--- config.mk ---
export PLATFORM = sky130hd
export DESIGN_NAME = processor
export DESIGN_NICKNAME = d
export VERILOG_FILES = /design/src/rtl/processor_pkg.sv /design/src/rtl/processor_alu.sv /design/src/rtl/processor.sv
export SDC_FILE = /design/constraint.sdc
export NUM_CORES = 1
export LEC_CHECK = 0
export CAP_MARGIN = 20
export CORE_AREA = 2 2 149 78
export CTS_CLUSTER_DIAMETER = 200
export CTS_CLUSTER_SIZE = 25
export DETAILED_ROUTE_END_ITERATION = 8
export DIE_AREA = 0 0 151 80
export PLACE_DENSITY = 0.63
export SLEW_MARGIN = 20
export SYNTH_ARGS = -nofsm -noshare
export SYNTH_HDL_FRONTEND = slang
export SYNTH_SLANG_ARGS = --single-unit
--- constraint.sdc ---
create_clock -name clk -period 5.1 [get_ports clk]
set_input_delay 0.51 -clock clk [delete_from_list [all_inputs] [get_ports clk]]
set_output_delay 0.51 -clock clk [all_outputs]
set_load 0.05 [all_outputs]
--- src/rtl/processor_pkg.sv ---
// Shared definitions for the 8-bit accumulator teaching CPU: widths, opcodes, default ROM image.
package processor_pkg;

    localparam int INSTR_W = 8;
    localparam int DATA_W  = 8;
    localparam int NREGS   = 8;

    typedef enum logic [3:0] {
        OP_NOP   = 4'h0,
        OP_LDI   = 4'h1,
        OP_MOVRA = 4'h2,
        OP_MOVAR = 4'h3,
        OP_ADD   = 4'h4,
        OP_ADDC  = 4'h5,
        OP_SUB   = 4'h6,
        OP_AND   = 4'h7,
        OP_OR    = 4'h8,
        OP_XOR   = 4'h9,
        OP_CLRC  = 4'hA,
        OP_SETC  = 4'hB,
        OP_JMP   = 4'hC,
        OP_JZ    = 4'hD,
        OP_JC    = 4'hE,
        OP_HALT  = 4'hF
    } opcode_e;

    // Word i lives at bits [i*8 +: 8]; listed here from address 15 down to 0.
    localparam logic [16*INSTR_W-1:0] DEFAULT_ROM = {
        8'h00, 8'h00, 8'h00, 8'hF0,
        8'h40, 8'h20, 8'h40, 8'h20,
        8'h40, 8'h20, 8'h40, 8'h20,
        8'h40, 8'h20, 8'h43, 8'h15
    };

endpackage

--- src/rtl/processor_alu.sv ---
// Accumulator ALU: 9-bit add/add-with-carry/subtract, bitwise logic, carry set/clear, zero detect.
module processor_alu
    import processor_pkg::*;
(
    input  opcode_e           op_i,
    input  logic [DATA_W-1:0] a_i,
    input  logic [DATA_W-1:0] b_i,
    input  logic              cy_i,
    output logic [DATA_W-1:0] res_o,
    output logic              cy_o,
    output logic              zero_o
);

    logic [DATA_W:0] wide;

    // The ninth bit of the subtraction is the borrow (a < b unsigned).
    always_comb begin
        wide  = '0;
        res_o = a_i;
        cy_o  = cy_i;
        case (op_i)
            OP_ADD: begin
                wide  = {1'b0, a_i} + {1'b0, b_i};
                res_o = wide[DATA_W-1:0];
                cy_o  = wide[DATA_W];
            end
            OP_ADDC: begin
                wide  = {1'b0, a_i} + {1'b0, b_i} + {{DATA_W{1'b0}}, cy_i};
                res_o = wide[DATA_W-1:0];
                cy_o  = wide[DATA_W];
            end
            OP_SUB: begin
                wide  = {1'b0, a_i} - {1'b0, b_i};
                res_o = wide[DATA_W-1:0];
                cy_o  = wide[DATA_W];
            end
            OP_AND:  res_o = a_i & b_i;
            OP_OR:   res_o = a_i | b_i;
            OP_XOR:  res_o = a_i ^ b_i;
            OP_CLRC: cy_o  = 1'b0;
            OP_SETC: cy_o  = 1'b1;
            default: ;
        endcase
    end

    assign zero_o = (a_i == '0);

endmodule

--- src/rtl/processor.sv ---
// Single-cycle accumulator CPU: combinational fetch/decode from PC, register file with live R3 input,
// accumulator and carry registers; HALT holds PC so the machine freezes until reset.
module processor
    import processor_pkg::*;
#(
    parameter int                              PC_W      = 4,
    parameter logic [INSTR_W*(2**PC_W)-1:0]    ROM_IMAGE = DEFAULT_ROM
) (
    input  logic              clk,
    input  logic              rst,
    input  logic [DATA_W-1:0] r3,
    output logic [DATA_W-1:0] acc,
    output logic              cy
);

    logic [PC_W-1:0]    pc_q, pc_d;
    logic [DATA_W-1:0]  acc_q, acc_d;
    logic               cy_q, cy_d;
    logic [DATA_W-1:0]  regs_q [NREGS];

    logic [INSTR_W-1:0] instr;
    opcode_e            op;
    logic [2:0]         n;
    logic [3:0]         imm;
    logic [DATA_W-1:0]  rd;
    logic [DATA_W-1:0]  alu_res;
    logic               alu_cy;
    logic               acc_zero;

    assign instr = ROM_IMAGE[INSTR_W*int'(pc_q) +: INSTR_W];
    assign op    = opcode_e'(instr[7:4]);
    assign n     = instr[2:0];
    assign imm   = instr[3:0];

    // R3 has no storage of its own as far as software can tell: reads see the pin.
    assign rd = (n == 3'd3) ? r3 : regs_q[n];

    processor_alu u_alu (
        .op_i   (op),
        .a_i    (acc_q),
        .b_i    (rd),
        .cy_i   (cy_q),
        .res_o  (alu_res),
        .cy_o   (alu_cy),
        .zero_o (acc_zero)
    );

    always_comb begin
        acc_d = acc_q;
        cy_d  = cy_q;
        pc_d  = pc_q + 1'b1;
        case (op)
            OP_LDI:   acc_d = {4'b0, imm};
            OP_MOVAR: acc_d = rd;
            OP_ADD, OP_ADDC, OP_SUB, OP_AND, OP_OR, OP_XOR, OP_CLRC, OP_SETC: begin
                acc_d = alu_res;
                cy_d  = alu_cy;
            end
            OP_JMP:   pc_d = PC_W'(imm);
            OP_JZ:    if (acc_zero) pc_d = PC_W'(imm);
            OP_JC:    if (cy_q)     pc_d = PC_W'(imm);
            OP_HALT:  pc_d = pc_q;
            default:  ;
        endcase
    end

    always_ff @(posedge clk or posedge rst) begin
        if (rst) begin
            pc_q  <= '0;
            acc_q <= '0;
            cy_q  <= 1'b0;
        end else begin
            pc_q  <= pc_d;
            acc_q <= acc_d;
            cy_q  <= cy_d;
        end
    end

    always_ff @(posedge clk or posedge rst) begin
        if (rst) begin
            for (int i = 0; i < NREGS; i++) regs_q[i] <= '0;
        end else if (op == OP_MOVRA && n != 3'd3) begin
            regs_q[n] <= acc_q;
        end
    end

    assign acc = acc_q;
    assign cy  = cy_q;

endmodule

After elaboration in Yosys (flattened, before gate mapping)
Cells that the tools add are included.
Widths: inputs -> output; s select.

word-level totals
  output and inout bits = 9
  input bits = 10
  register bits after elaboration = 77
  logic and storage cells = 61

operators by class
  add/sub/neg operators = 4
  shifts and indexed selects = 1
  equal/unequal tests = 18
  reductions and logical operators = 8
  bitwise gates (word level) = 4
  magnitude comparators = 2
  mux-type cells = 13

operators by type and width
  operator                  number
  $shiftx 128x8->8 const A  1
  $bwmux 64                 1
  $pmux 8 s6                1
  $eq 4x4->1 const B        8
  $mux 8                    4
  $bmux 8 s3                1
  $demux 8 s3               1
  $pmux 8 s3                1
  $eq 4x3->1 const B        4
  $pmux 4 s4                1
  $add 8x8->9               1
  $add 9x1->9               1
  $sub 8x8->9               1
  $and 8x8->8               1
  $eq 4x2->1 const B        2
  $logic_not 8->1           1
  $mux 4                    2
  $or 8x8->8                1
  $reduce_or 8->1           1
  $xor 8x8->8               1
  $ne 7x1->1 const B        1
  $pmux 1 s5                1
  $reduce_bool 5->1         1
  $add 4x1->4 const B       1
  9 further kinds           11

Depth between registers and ports, before layout
Gate-level depths: netlist of run 1.

  word-level depth = 10
  depth in mapped cells = 20
  depth with buffers taken out = 15

Cells and area by module
Synthesis of run 1 repeated with hierarchy kept, for this count alone.

second synthesis, totals
  cells, all modules = 558
  area total of the unflattened synthesis = 5139.9 µm²

by module, submodules not included
  module         area each (µm²)  times used  sequential area each (µm²)  cells each
  processor      3339.5           1           1776.7                      301
  processor_alu  1800.5           1           0.0                         257

Worst setup path after synthesis of run 1
Ideal clock, no wire load.

  kind = reg2reg
  start = reg pc_q[0]
  end = reg cy_q (netlist: cy)
  setup time = 0.131 ns
  stages on the path, launching flop included = 21
  buffers on the path = 5
  data arrival time = 4.076 ns
  setup slack = 0.893 ns
  required time = 4.969 ns
  clock period less this slack = 4.207 ns
  path through = dfrtp_1 clkbuf_1 inv_1 ha_1 buf_2 clkbuf_8 clkbuf_1 nand2_1 nor2_1 o211a_1 nor4_1 a21o_1 inv_1 ha_1 buf_2 nand3_1 o211ai_1 xor2_1 or4_4 a2111oi_2 nand2_1

between the ends
  longest elaborated chain between the ends = 9
  elaborated cells on any way between the ends = 22
  classes of those cells = add/sub (3); eq/ne (9); shift (1); mux (5); bitwise (1); reduce/logical (3)

RTL lines
  item                                        line                                      RTL
  from (decl)                                 processor.sv:16                           logic [PC_W-1:0] pc_q, pc_d;
  from (signal assigned)                      processor.sv:73                           pc_q <= pc_d;
  $shiftx 128x8->8 *                          processor.sv:30                           assign instr = ROM_IMAGE[INSTR_W*int'(pc_q) +: INSTR_W];
  $not 3->4 (implied by the code)             processor.sv:36                           assign rd = (n == 3'd3) ? r3 : regs_q[n];
  $bmux 8 s3                                  processor.sv:36
  $mux 8 (implied by the code) (2 in series)  processor.sv:36
  $mux 8                                      processor.sv:36
  $add 8x8->9                                 processor_alu.sv:23, processor_alu.sv:28
  $add 9x1->9                                 processor_alu.sv:28                       wide = {1'b0, a_i} + {1'b0, b_i} + {{DATA_W{1'b0}}, cy_i};
  $pmux 1 s5                                  processor_alu.sv:21                       case (op_i)
  to (signal assigned)                        processor.sv:75                           cy_q <= cy_d;
  to (decl)                                   processor.sv:18                           logic cy_q, cy_d;

Mark *: on every way between the ends. The rest lies on a longest branch, timed or not. The select of a mux whose other input is x is not followed.
A chain may end at the register's enable or synchronous reset.

Worst setup path after layout of run 1
  start = reg pc_q[0]
  end = reg acc_q[7] (netlist: acc[7])

between the ends
  longest elaborated chain between the ends = 10
  elaborated cells on any way between the ends = 29
  classes of those cells = add/sub (3); eq/ne (12); shift (1); mux (6); bitwise (4); reduce/logical (3)

RTL lines
  item                                        line                                      RTL
  $shiftx 128x8->8 *                          processor.sv:30
  $not 3->4 (implied by the code)             processor.sv:36
  $bmux 8 s3                                  processor.sv:36
  $mux 8 (implied by the code) (2 in series)  processor.sv:36
  $mux 8                                      processor.sv:36
  $add 8x8->9                                 processor_alu.sv:23, processor_alu.sv:28
  $add 9x1->9                                 processor_alu.sv:28
  $pmux 8 s6                                  processor_alu.sv:21
  $pmux 8 s3                                  processor.sv:52                           case (op)
  to (signal assigned)                        processor.sv:70                           acc_q <= '0;
  to (signal assigned)                        processor.sv:74                           acc_q <= acc_d;
  to (decl)                                   processor.sv:17                           logic [DATA_W-1:0] acc_q, acc_d;

Marked as above.

==> impl_results.md, run 1 <==
* CTS tree: done
* Top_reg_cell synth: dfrtp_1
* Max cap viols at 0
* Clock power frac at 0.234
* Vias in the first global route at 3623
* Die ar. at 12100 um^2
* Root Buffer: clkbuf_16
* Port bufs at 18
* Net Sw Frac at 0.423
* Filler cells at 1001
* WL met1 at 6820 um
* Num rows at 27
* Sequential power share at 0.240
* CP startpoint kind: register
* Post-synthesis area per instance at 9.53 um^2
* Core ar. at 10700 um^2
* R2r worst-path depth at 15
* Crit path max fanout at 13
* H-tree depth at 3
* Fmax at 209 MHz
* Clock Latency Late Sink at 340 ps
* Chip Width at 151 um
* Ant. Diodes at 0
* Reg2Reg Setup Slack at 320 ps
* Rel. slew slack at 0.320
* Internal Pwr Total at 1.83 mW
* Gp weighted congestion at 0.922
* Starting Density at 0.444
* Synth top area share at 0.399
* Setup Skew at 5.87 ps
* Cells after synthesis at 500
* Leakage Power at 2.35 nW
* Logic pwr share at 0.526
* Hold Crit Class: register to register
* Fin. Hold Viols at 0
* Post-synthesis cell type count at 79
* Dpl cells at 607
* RSZ-0062 raised after global routing: no
* Wire length on met3 at 1330 um
* Mapped cell area at 4770 um^2
* Setup TNS at 0 ps
* Fin util at 0.491
* Slew @ Worst Pin at 1020 ps
* GRT Total Usage at 0.233
* Share of layout cells above drive strength 1 at 0.152
* Worst endpoint required time at 5320 ps
* Crit path time final at 4780 ps
* #FFs+latches synth at 76
* Top post-synthesis cells by area: dfrtp_1 (40%), ha_1 (7.6%), mux2_2 (5.0%)
* DRT iter0 DRCs at 443
* Final ANT Viol Nets at 0
* Cts bufs inserted at 9
* Seq/Total Area, Yosys at 0.399
* Wire length per cell at 21.2 um
* Max Slew Vio Count at 0
* Net load switching power at 1.34 mW
* Pin count of the biggest net entering global routing at 46
* FF-to-FF End: acc[7]$_DFFE_PP0P_
* Vias per inst at 6.12
* Die H at 80 um
* Top Layer Used: met4
* Drc violations at 0
* YS warnings at 0
* Post-DP Area at 4890 um^2
* Dominant cell type by area after synthesis: dfrtp_1
* Final setup fails at 0
* Status: finished clean
* Clock sink total at 76
* Final Non-Filler Cells at 626
* VDD IR max at 322 uV
* Pre-antenna DRT Iters at 5
* Met2 wire length at 5020 um
* DPL Wire Length at 9980 um
* Worst Hold Endpoint: regs_q[30]$_DFFE_PP0P_
* CP Capture Type: register
* Initial antenna violation count at 0
* Area growth from synthesis to layout at 10.7%
* DRT Wirelength at 13300 um
* Hold depth at 0
* Post-route cell area at 5280 um^2
* Final worst-path cycle share at 0.938
* Overflow after GRT at 0
* Pwr per Cell Area at 600 nW/um^2
* EDFF count, synth at 0
* Bufs on Longest Clock Path at 2
* Final nets at 517
* Num ports at 19
* FF-to-FF Start: pc_q[0]$_DFFE_PP0P_
* First-pass GRT wire length at 20900 um
* CP Class: register to register
* Syn Nets at 541
* Ys async rst share at 1.00
* Worst EP arrival at 5000 ps
* Min-delay src: regs_q[30]$_DFFE_PP0P_
* CTS clk-pin slew, worst paths at 60 ps
* Routed vias at 3834
-- final cells by class --
cell class,instances,area (um^2),share of cell area
Sequential cell,76,1900,0.360
Clock inverter,6,111,0.0211
Multi-Input combinational cell,331,2460,0.467
Timing Repair Buffer,31,278,0.0526
Tap cell,145,181,0.0344
Inverter,27,101,0.0192
Clock buffer,10,239,0.0453
-- worst max-delay path, stage by stage, from the launching register on --
cell	delay, ps
dfrtp_1	540
inv_1	200
ha_1	370
buf_4	250
nor2b_1	190
nand4b_1	350
o221ai_1	320
o21ai_1	150
ha_1	270
fa_1	440
a21o_1	260
a221oi_2	270
xnor2_1	180
nor4b_1	430
xnor2_1	120
a221o_1	320
-- synth_stat cells (all sizes together), types with 7 or more instances --
cell type,number
buf,15
dfrtp,76
nand3,15
o21ai,20
nor3,9
a21oi,16
ha,29
clkbuf,50
nand2,35
xnor2,9
mux2,21
nor2,30
inv,26
and3,10
o221ai,7
-- placed cells by master (no fill, tap or decap), types with 4 or more instances in the layout --
cell type,Yosys,layout
nor2b_1,6,6
or3_1,5,5
ha_1,29,29
and2_1,5,5
xor2_1,5,5
mux2_2,21,21
a21oi_1,16,16
nand3_1,15,15
a21o_1,5,5
o21ai_0,13,13
clkbuf_16,0,9
a32oi_1,4,4
xnor2_1,9,9
inv_1,26,25
a221oi_1,4,4
mux2i_1,5,5
and3_1,8,8
nor3_1,6,6
nand2_1,35,35
o221ai_1,7,7
o211ai_1,6,6
o21ai_1,7,7
nor3b_1,5,5
buf_4,1,13
o21a_1,4,4
nor2_1,30,30
nand4_1,4,4
o22ai_1,6,6
dfrtp_1,76,76
clkdlybuf4s50_1,0,18
nand2b_1,4,4
-- power groups by stage --
stage	registers [mW]	logic [mW]	clock network, mW
2_1_floorplan	0.852	1.10	0
6_report	0.759	1.66	0.741
5_1_grt	0.772	1.79	0.783
3_3_place_gp	0.763	1.52	0
3_5_place_dp	0.771	1.55	0
4_1_cts	0.759	1.57	0.753
-- registers in the layout (all words and copies together), names as in the netlist --
name	flops
cy	1
pc_q	4
acc	8
regs_q	63
-- metal layers --
| layer | GRT usage | vias up |
|---|---|---|
| met5 | 0 | - |
| met1 | 0.376 | 1912 |
| met4 | 0.0458 | 0 |
| li1 | - | 1709 |
| met2 | 0.295 | 198 |
| met3 | 0.0731 | 15 |
-- worst max-delay path by stage --
stage | start | cells past startpoint | endpoint
finish | pc_q[0]$_DFFE_PP0P_ | 15 | acc[7]$_DFFE_PP0P_
global route | pc_q[0]$_DFFE_PP0P_ | 15 | acc[7]$_DFFE_PP0P_
CTS | pc_q[0]$_DFFE_PP0P_ | 15 | cy$_DFFE_PP0P_
detailed placement | pc_q[0]$_DFFE_PP0P_ | 15 | cy$_DFFE_PP0P_
global placement | pc_q[1]$_DFFE_PP0P_ | 15 | cy$_DFFE_PP0P_
floorplan | pc_q[0]$_DFFE_PP0P_ | 20 | cy$_DFFE_PP0P_
-- metrics by stage --
stage / total power [mW] / worst slack [ps] / hold WS (ps)
floorplan: 1.95 / 893 / 421
detailed placement: 2.32 / 185 / 362
global placement: 2.29 / 307 / 363
finish: 3.16 / 318 / 369
CTS: 3.08 / 141 / 375
global route: 3.34 / 20.4 / 379
-- kinds of logic (layout without fill, tap and decap cells) --
kind of cell | count (synthesis) | in the layout | share of synthesized area
AOI/OAI and AO/OA | 113 | 113 | 0.176
muxes | 26 | 26 | 0.0601
adders and majority gates | 31 | 31 | 0.0845
and+or+nand+nor | 147 | 147 | 0.168
buffers and inverters | 93 | 74 | 0.0866
DFF | 76 | 76 | 0.399
xor gates and xnor gates | 14 | 14 | 0.0257
-- timing repair --
action | CTS | global route
buffers inserted | 0 | 3
setup endpoints to repair | 0 | 3
resized for setup | 0 | 2
hold buffers | 0 | 0
No activity file was read; power rests on OpenSTA's default activity.
==> inputs of run 2 (changes only) <==
CTS_CLUSTER_DIAMETER = unset   (was 200)
TNS_END_PERCENT = 100   (was unset)
==> results of run 2 <==
Same layout as run 1: the final DEF is identical, and so are final timing and power.
==> inputs of run 3 (changes only) <==
RECOVER_POWER = 100   (was unset)
SKIP_CTS_REPAIR_TIMING = 1   (was unset)
SKIP_LAST_GASP = 1   (was unset)
==> run 3 against run 2 <==
The flow now finishes with violations (max-capacitance violations, max-slew violations); sequential power about the same; cell count unchanged; clock skew shrank 1.4 ps; first-iteration DRC count is 20% higher; via count about the same; global-route usage stayed put; die area did not move; cell area is 0.24% lower; sequential share of layout area is 0.086 points higher; power fell by 0.43%; fmax increased by 0.11%; worst hold slack improved by 1.1 ps.
==> impl_results.md, run 3 (synthesis gave the netlist of run 1 again) <==
* Met2 wire length at 5000 um
* Crit path max fanout at 13
* Routed vias at 3832
* DRT iter0 DRCs at 530
* Rel. slew slack at -0.559
* DPL Wire Length at 9980 um
* Setup TNS at 0 ps
* Chip Width at 151 um
* Most frequent cells in the layout: dfrtp_1 (76), nand2_1 (35), nor2_1 (30)
* Leakage Power at 2.35 nW
* CTS clk-pin slew, worst paths at 60 ps
* Num ports at 19
* Fmax at 209 MHz
* Failing checks: max-capacitance violations, max-slew violations
* Overflow after GRT at 0
* Fin. Hold Viols at 0
* Clock Latency Late Sink at 340 ps
* Max cap viols at 2
* Reg with most FFs: regs_q
* Post-DP Area at 4890 um^2
* Status: finished with violations
* Cts bufs inserted at 9
* Core ar. at 10700 um^2
* Final ANT Viol Nets at 0
* Vias per inst at 6.12
* Die H at 80 um
* Critical path buffers and inverters at 4
* WL met1 at 6720 um
* Initial antenna violation count at 0
* CP peak stage delay at 550 ps
* Critical-path top delay cell: or4_4
* Overall power at 3.15 mW
* First-pass GRT wire length at 20900 um
* Share of layout cells above drive strength 1 at 0.143
* Die ar. at 12100 um^2
* Most common cell after layout, fill and taps aside: dfrtp_1
* CP Class: register to register
* Bufs on Longest Clock Path at 2
* Vias in the first global route at 3623
* Hold Crit Class: register to register
* GRT Total Usage at 0.233
* Post-route cell area at 5270 um^2
* CP Capture Type: register
* Pre-antenna DRT Iters at 5
* Final setup fails at 0
* Wire length per cell at 21.2 um
* Max FFs per register at 63
* Final nets at 517
* Clock sink total at 76
* Slew @ Worst Pin at 2340 ps
* Setup Skew at 4.50 ps
* Pwr per Cell Area at 598 nW/um^2
* Wire length on met3 at 1420 um
* Ant. Diodes at 0
* Worst endpoint required time at 5320 ps
* Crit-path cells: inv_1 -> ha_1 -> buf_4 -> nor2b_1 -> buf_4 -> nand3_1 -> o21a_1 -> a22oi_1 -> inv_1 -> ha_1 -> and3_1 -> o21ai_0 -> nand4_2 -> or4_4 -> a2111oi_2 -> nand2_1
* Pin count of the biggest net entering global routing at 46
* Root Buffer: clkbuf_16
* RSZ-0062 raised after global routing: no
* VDD IR max at 323 uV
* Post-route setup slack at 323 ps
* Gp weighted congestion at 0.922
* Area growth from synthesis to layout at 10.5%
* CP startpoint kind: register
* Top Layer Used: met4
* Drc violations at 0
* CTS tree: done
* Port bufs at 18
* DRT Wirelength at 13300 um
* Crit path time final at 4780 ps
* Starting Density at 0.444
* Hold WS at 370 ps
* Final worst-path cycle share at 0.937
* Pre-CTS WS at 185 ps
* H-tree depth at 3
* Worst EP arrival at 4990 ps
* Num rows at 27
* Max Slew Vio Count at 55
* Critical path's top delay family: simple AND/OR/NAND/NOR gates
-- run 3: changes by cell type in the layout (fill, tap and decap cells not counted) --
cell / previous run / this run
clkdlybuf4s50_1: 18 / 8
dlygate4sd3_1: 0 / 10
o21ai_0: 13 / 17
o21ai_1: 7 / 3
buf_4: 13 / 11
clkbuf_1: 0 / 2
and2_0: 0 / 1
and2_1: 5 / 4
inv_1: 25 / 26
inv_2: 1 / 0
nor3_1: 6 / 7
nor3_2: 2 / 1
-- run 3: power breakdown --
part,internal (mW),total (mW),switching (mW),leakage (nW)
Clock,0.491,0.742,0.251,0.169
Combinational,0.655,1.65,0.995,1.16
Sequential,0.667,0.758,0.0912,1.02
-- run 3: final timing paths --
kind,from,endpoint,slack (ps),cells after the start
hold / removal,regs_q[20]$_DFFE_PP0P_,regs_q[20]$_DFFE_PP0P_,370,0
max in group asynchronous,rst,regs_q[42]$_DFFE_PP0P_,1380,3
min in group asynchronous,rst,regs_q[53]$_DFFE_PP0P_,940,2
hold reg to reg,regs_q[20]$_DFFE_PP0P_,regs_q[20]$_DFFE_PP0P_,370,0
setup reg to reg,pc_q[0]$_DFFE_PP0P_,cy$_DFFE_PP0P_,320,16
setup / recovery,pc_q[0]$_DFFE_PP0P_,cy$_DFFE_PP0P_,320,16
-- run 3: area by class of cell --
class,count,area [um^2]
inverters,27,101
flip-flops and latches,76,1900
repair buffers,31,270
clock inverters,6,111
fillers,1005,5480
well taps,145,181
multi-input cells,331,2460
clock buffers,10,239
-- run 3: metal layers --
| layer | vias to the layer above | GRT usage |
|---|---|---|
| met1 | 1922 | 0.376 |
| met5 | - | 0 |
| met3 | 13 | 0.0731 |
| met4 | 0 | 0.0458 |
| li1 | 1703 | - |
| met2 | 194 | 0.295 |
-- run 3: metrics by stage --
stage / util / cells
after global routing: 0.490 / 626
after CTS: 0.488 / 623
final: 0.490 / 626
after global placement: 0.455 / 607
after floorplan: - / 500
after detailed placement: 0.455 / 607
==> RTL change, RTL diff (config.mk and constraints of run 2) <==
Register the input `r3` before use, without a reset. The logic sees it one clock later.
--- a/src/rtl/processor.sv
+++ b/src/rtl/processor.sv
@@ -13,4 +13,10 @@
     output logic              cy
 );
+
+    logic [DATA_W-1:0] r3_q;
+
+    always_ff @(posedge clk) begin
+        r3_q <= r3;
+    end
 
     logic [PC_W-1:0]    pc_q, pc_d;
@@ -34,5 +40,5 @@
 
     // R3 has no storage of its own as far as software can tell: reads see the pin.
-    assign rd = (n == 3'd3) ? r3 : regs_q[n];
+    assign rd = (n == 3'd3) ? r3_q : regs_q[n];
 
     processor_alu u_alu (
Formal check against the unedited RTL: not equivalent (a bounded check fails within 4 cycles, from zero or initial values and one cycle with rst high).
==> RTL change against run 2 <==
- die area did not move
- fmax increased by 2.2%
- count of clock-buffer cells in the layout unchanged
- final area shrank 2.2%
- sequential cell count increased by 1
- worst setup slack gained 0.10 ns
- critical path depth is 2 higher
- combinational power down 11%
- routed wire length shrank 2.4%
- sequential power grew 5.5%
- synthesized cell count fell by 5.4%
- area after synthesis down 4.4%
- total power decreased by 3.3%
- critical path type unchanged
- critical endpoint unchanged
- highest routed layer unchanged
==> RTL change: results (changes against run 2) <==
clock_network:
  cts-root-buf: "clkbuf_16"  # unchanged
  clkTransAtPathRegs_ns: 0.07
  cts_buffer_depth: 2  # unchanged
  cts_buffers: 9  # unchanged
  clk_latency_ns: 0.35
  h-tree-depth: 3  # unchanged
  cts.repair.resized: 0  # unchanged
  postCtsSetupRepairBufs: 0  # unchanged
logic_synthesis:
  synth-compound-area-share_pct: 18.0  # was 17.6%
  yosysSeqAreaShare_pct: 41.4  # was 39.9%
  synthTopCellsByCount: "dfrtp_1, nor2_1, clkbuf_1, nand2_1, ha_1"  # was dfrtp_1, clkbuf_1, nand2_1, nor2_1, ha_1
  syn_inst: 473  # was 500
  synth_mux_area_share_pct: 7.09  # was 6.01%
  synth.area.top_cells: "dfrtp_1, ha_1, mux2_1"  # was dfrtp_1, ha_1, mux2_2
  synth-main-ff-cell: "dfrtp_1"  # unchanged
  synth_fa_ha_area_share_pct: 8.85  # was 8.45%
  synth_xor_area_share_pct: 2.12  # was 2.57%
  synth_warnings: 0  # unchanged
  synth_cell_types: 69  # was 79
  synthArstFlopShare_pct: 89.6  # was 100%
place:
  gp_congestion: 0.944  # was 0.922
  io_buffer_count: 18  # unchanged
  place_hpwl_mm: 9.83  # was 9.98 mm
  dp_slack_ns: 0.420  # was 0.185 ns
finish:
  drive_gt1_share_pct: 10.6  # was 15.2%
  largest_reg_flops: 56  # was 63
  largest_register: "regs_q"  # unchanged
  diodes: 0  # unchanged
  layout.nets: 506  # was 517
  fillers: 998  # was 1,001
pwr:
  p_sw_share_pct: 42.1  # was 42.3%
  p_leak_nw: 2.36  # was 2.35 nW
  vdd_drop_max_v: 0.000360  # was 0.000322 V
critical_path:
  path_max_fanout: 9  # was 13
routing:
  drtIter0Drc: 442  # was 443
  wl_mm: 13.0  # was 13.3 mm
  drt-pass1-iter-count: 5  # unchanged
  vias_per_cell: 5.94  # was 6.12
grt:
  grt_pass1_vias: 3470  # was 3,623
  grt_pass1_wl_mm: 20.5  # was 20.9 mm
  grt_usage_pct: 23.2  # was 23.3%
  antenna_found_initial: 0  # unchanged
  grt_max_degree: 70  # was 46
timing:
  skew_ns: 0.0137  # was 0.00587 ns
  worstMarginPinSlew_ns: 1.04  # was 1.02 ns
outcome:
  status: "finished clean"  # unchanged
die:
  initial_core_util_pct: 42.4  # was 44.4%
min_path:
  hold_class: "flop to flop"  # unchanged
## RTL change: area by class of cell
cell class	count	share of cell area [%]
clock buffers	10	4.44
inverters	30	2.18
repair buffers	27	4.80
flip-flops and latches	77	36.6
well taps	145	3.52
multi-input cells	320	45.9
clock inverters	6	2.64
## RTL change: logic make-up (layout without fill, tap and decap cells)
kind of cell | count (synthesis) | in the layout
xor+xnor | 11 | 11
buf+inv | 76 | 73
mux | 29 | 29
fa+ha+maj | 31 | 31
flops | 77 | 77
simple gates | 135 | 135
compound gates | 114 | 114
## RTL change: path summary, 6_finish.rpt
check / from / to / slack (ns) / cells past startpoint
setup reg to reg: pc_q[0] / acc[7] / 0.42 / 17
setup / recovery: pc_q[0] / acc[7] / 0.42 / 17
min in group asynchronous: rst / regs_q[45] / 0.74 / 3
max in group asynchronous: rst / regs_q[25] / 3.77 / 3
hold / removal: regs_q[6] / regs_q[6] / 0.37 / 0
hold reg to reg: regs_q[6] / regs_q[6] / 0.37 / 0
## RTL change: per-stage QoR
stage | utilization [%] | instances | area (sq um) | hold slack [ns]
4_1_cts | 48.0 | 615 | 5150 | 0.373
3_3_place_gp | 44.5 | 599 | 4790 | 0.361
3_5_place_dp | 44.5 | 599 | 4790 | 0.360
5_1_grt | 48.0 | 615 | 5160 | 0.380
2_1_floorplan | - | 473 | 4550 | 0.421
6_report | 48.0 | 615 | 5160 | 0.370
## RTL change: power by group through the flow
| stage | combinational (mW) | sequential, mW | clock, mW |
|---|---|---|---|
| global route | 1.60 | 0.814 | 0.828 |
| global placement | 1.40 | 0.810 | 0 |
| floorplan | 0.952 | 0.875 | 0 |
| detailed placement | 1.42 | 0.811 | 0 |
| CTS | 1.43 | 0.801 | 0.799 |
| finish | 1.47 | 0.801 | 0.791 |
## RTL change: layer usage
| layer | global-route usage [%] | part of all wire [%] | up-vias |
|---|---|---|---|
| li1 | - | - | 1653 |
| met1 | 37.0 | 51 | 1775 |
| met2 | 28.5 | 36 | 215 |
| met3 | 9.49 | 13 | 9 |
| met4 | 3.74 | 0.56 | 0 |
| met5 | 0 | 0 | - |
## RTL change: worst max-delay path, stage by stage (launching register included)
cell,delay (ns)
dfrtp_1,0.38
inv_1,0.14
ha_1,0.38
nor2b_1,0.38
nand3_1,0.36
o22ai_1,0.22
nor2_1,0.08
a22oi_2,0.18
inv_1,0.10
ha_1,0.25
fa_1,0.49
a21o_1,0.23
a221oi_2,0.35
xnor2_1,0.27
o2111ai_1,0.21
xnor2_1,0.17
o221ai_1,0.19
o221a_2,0.22
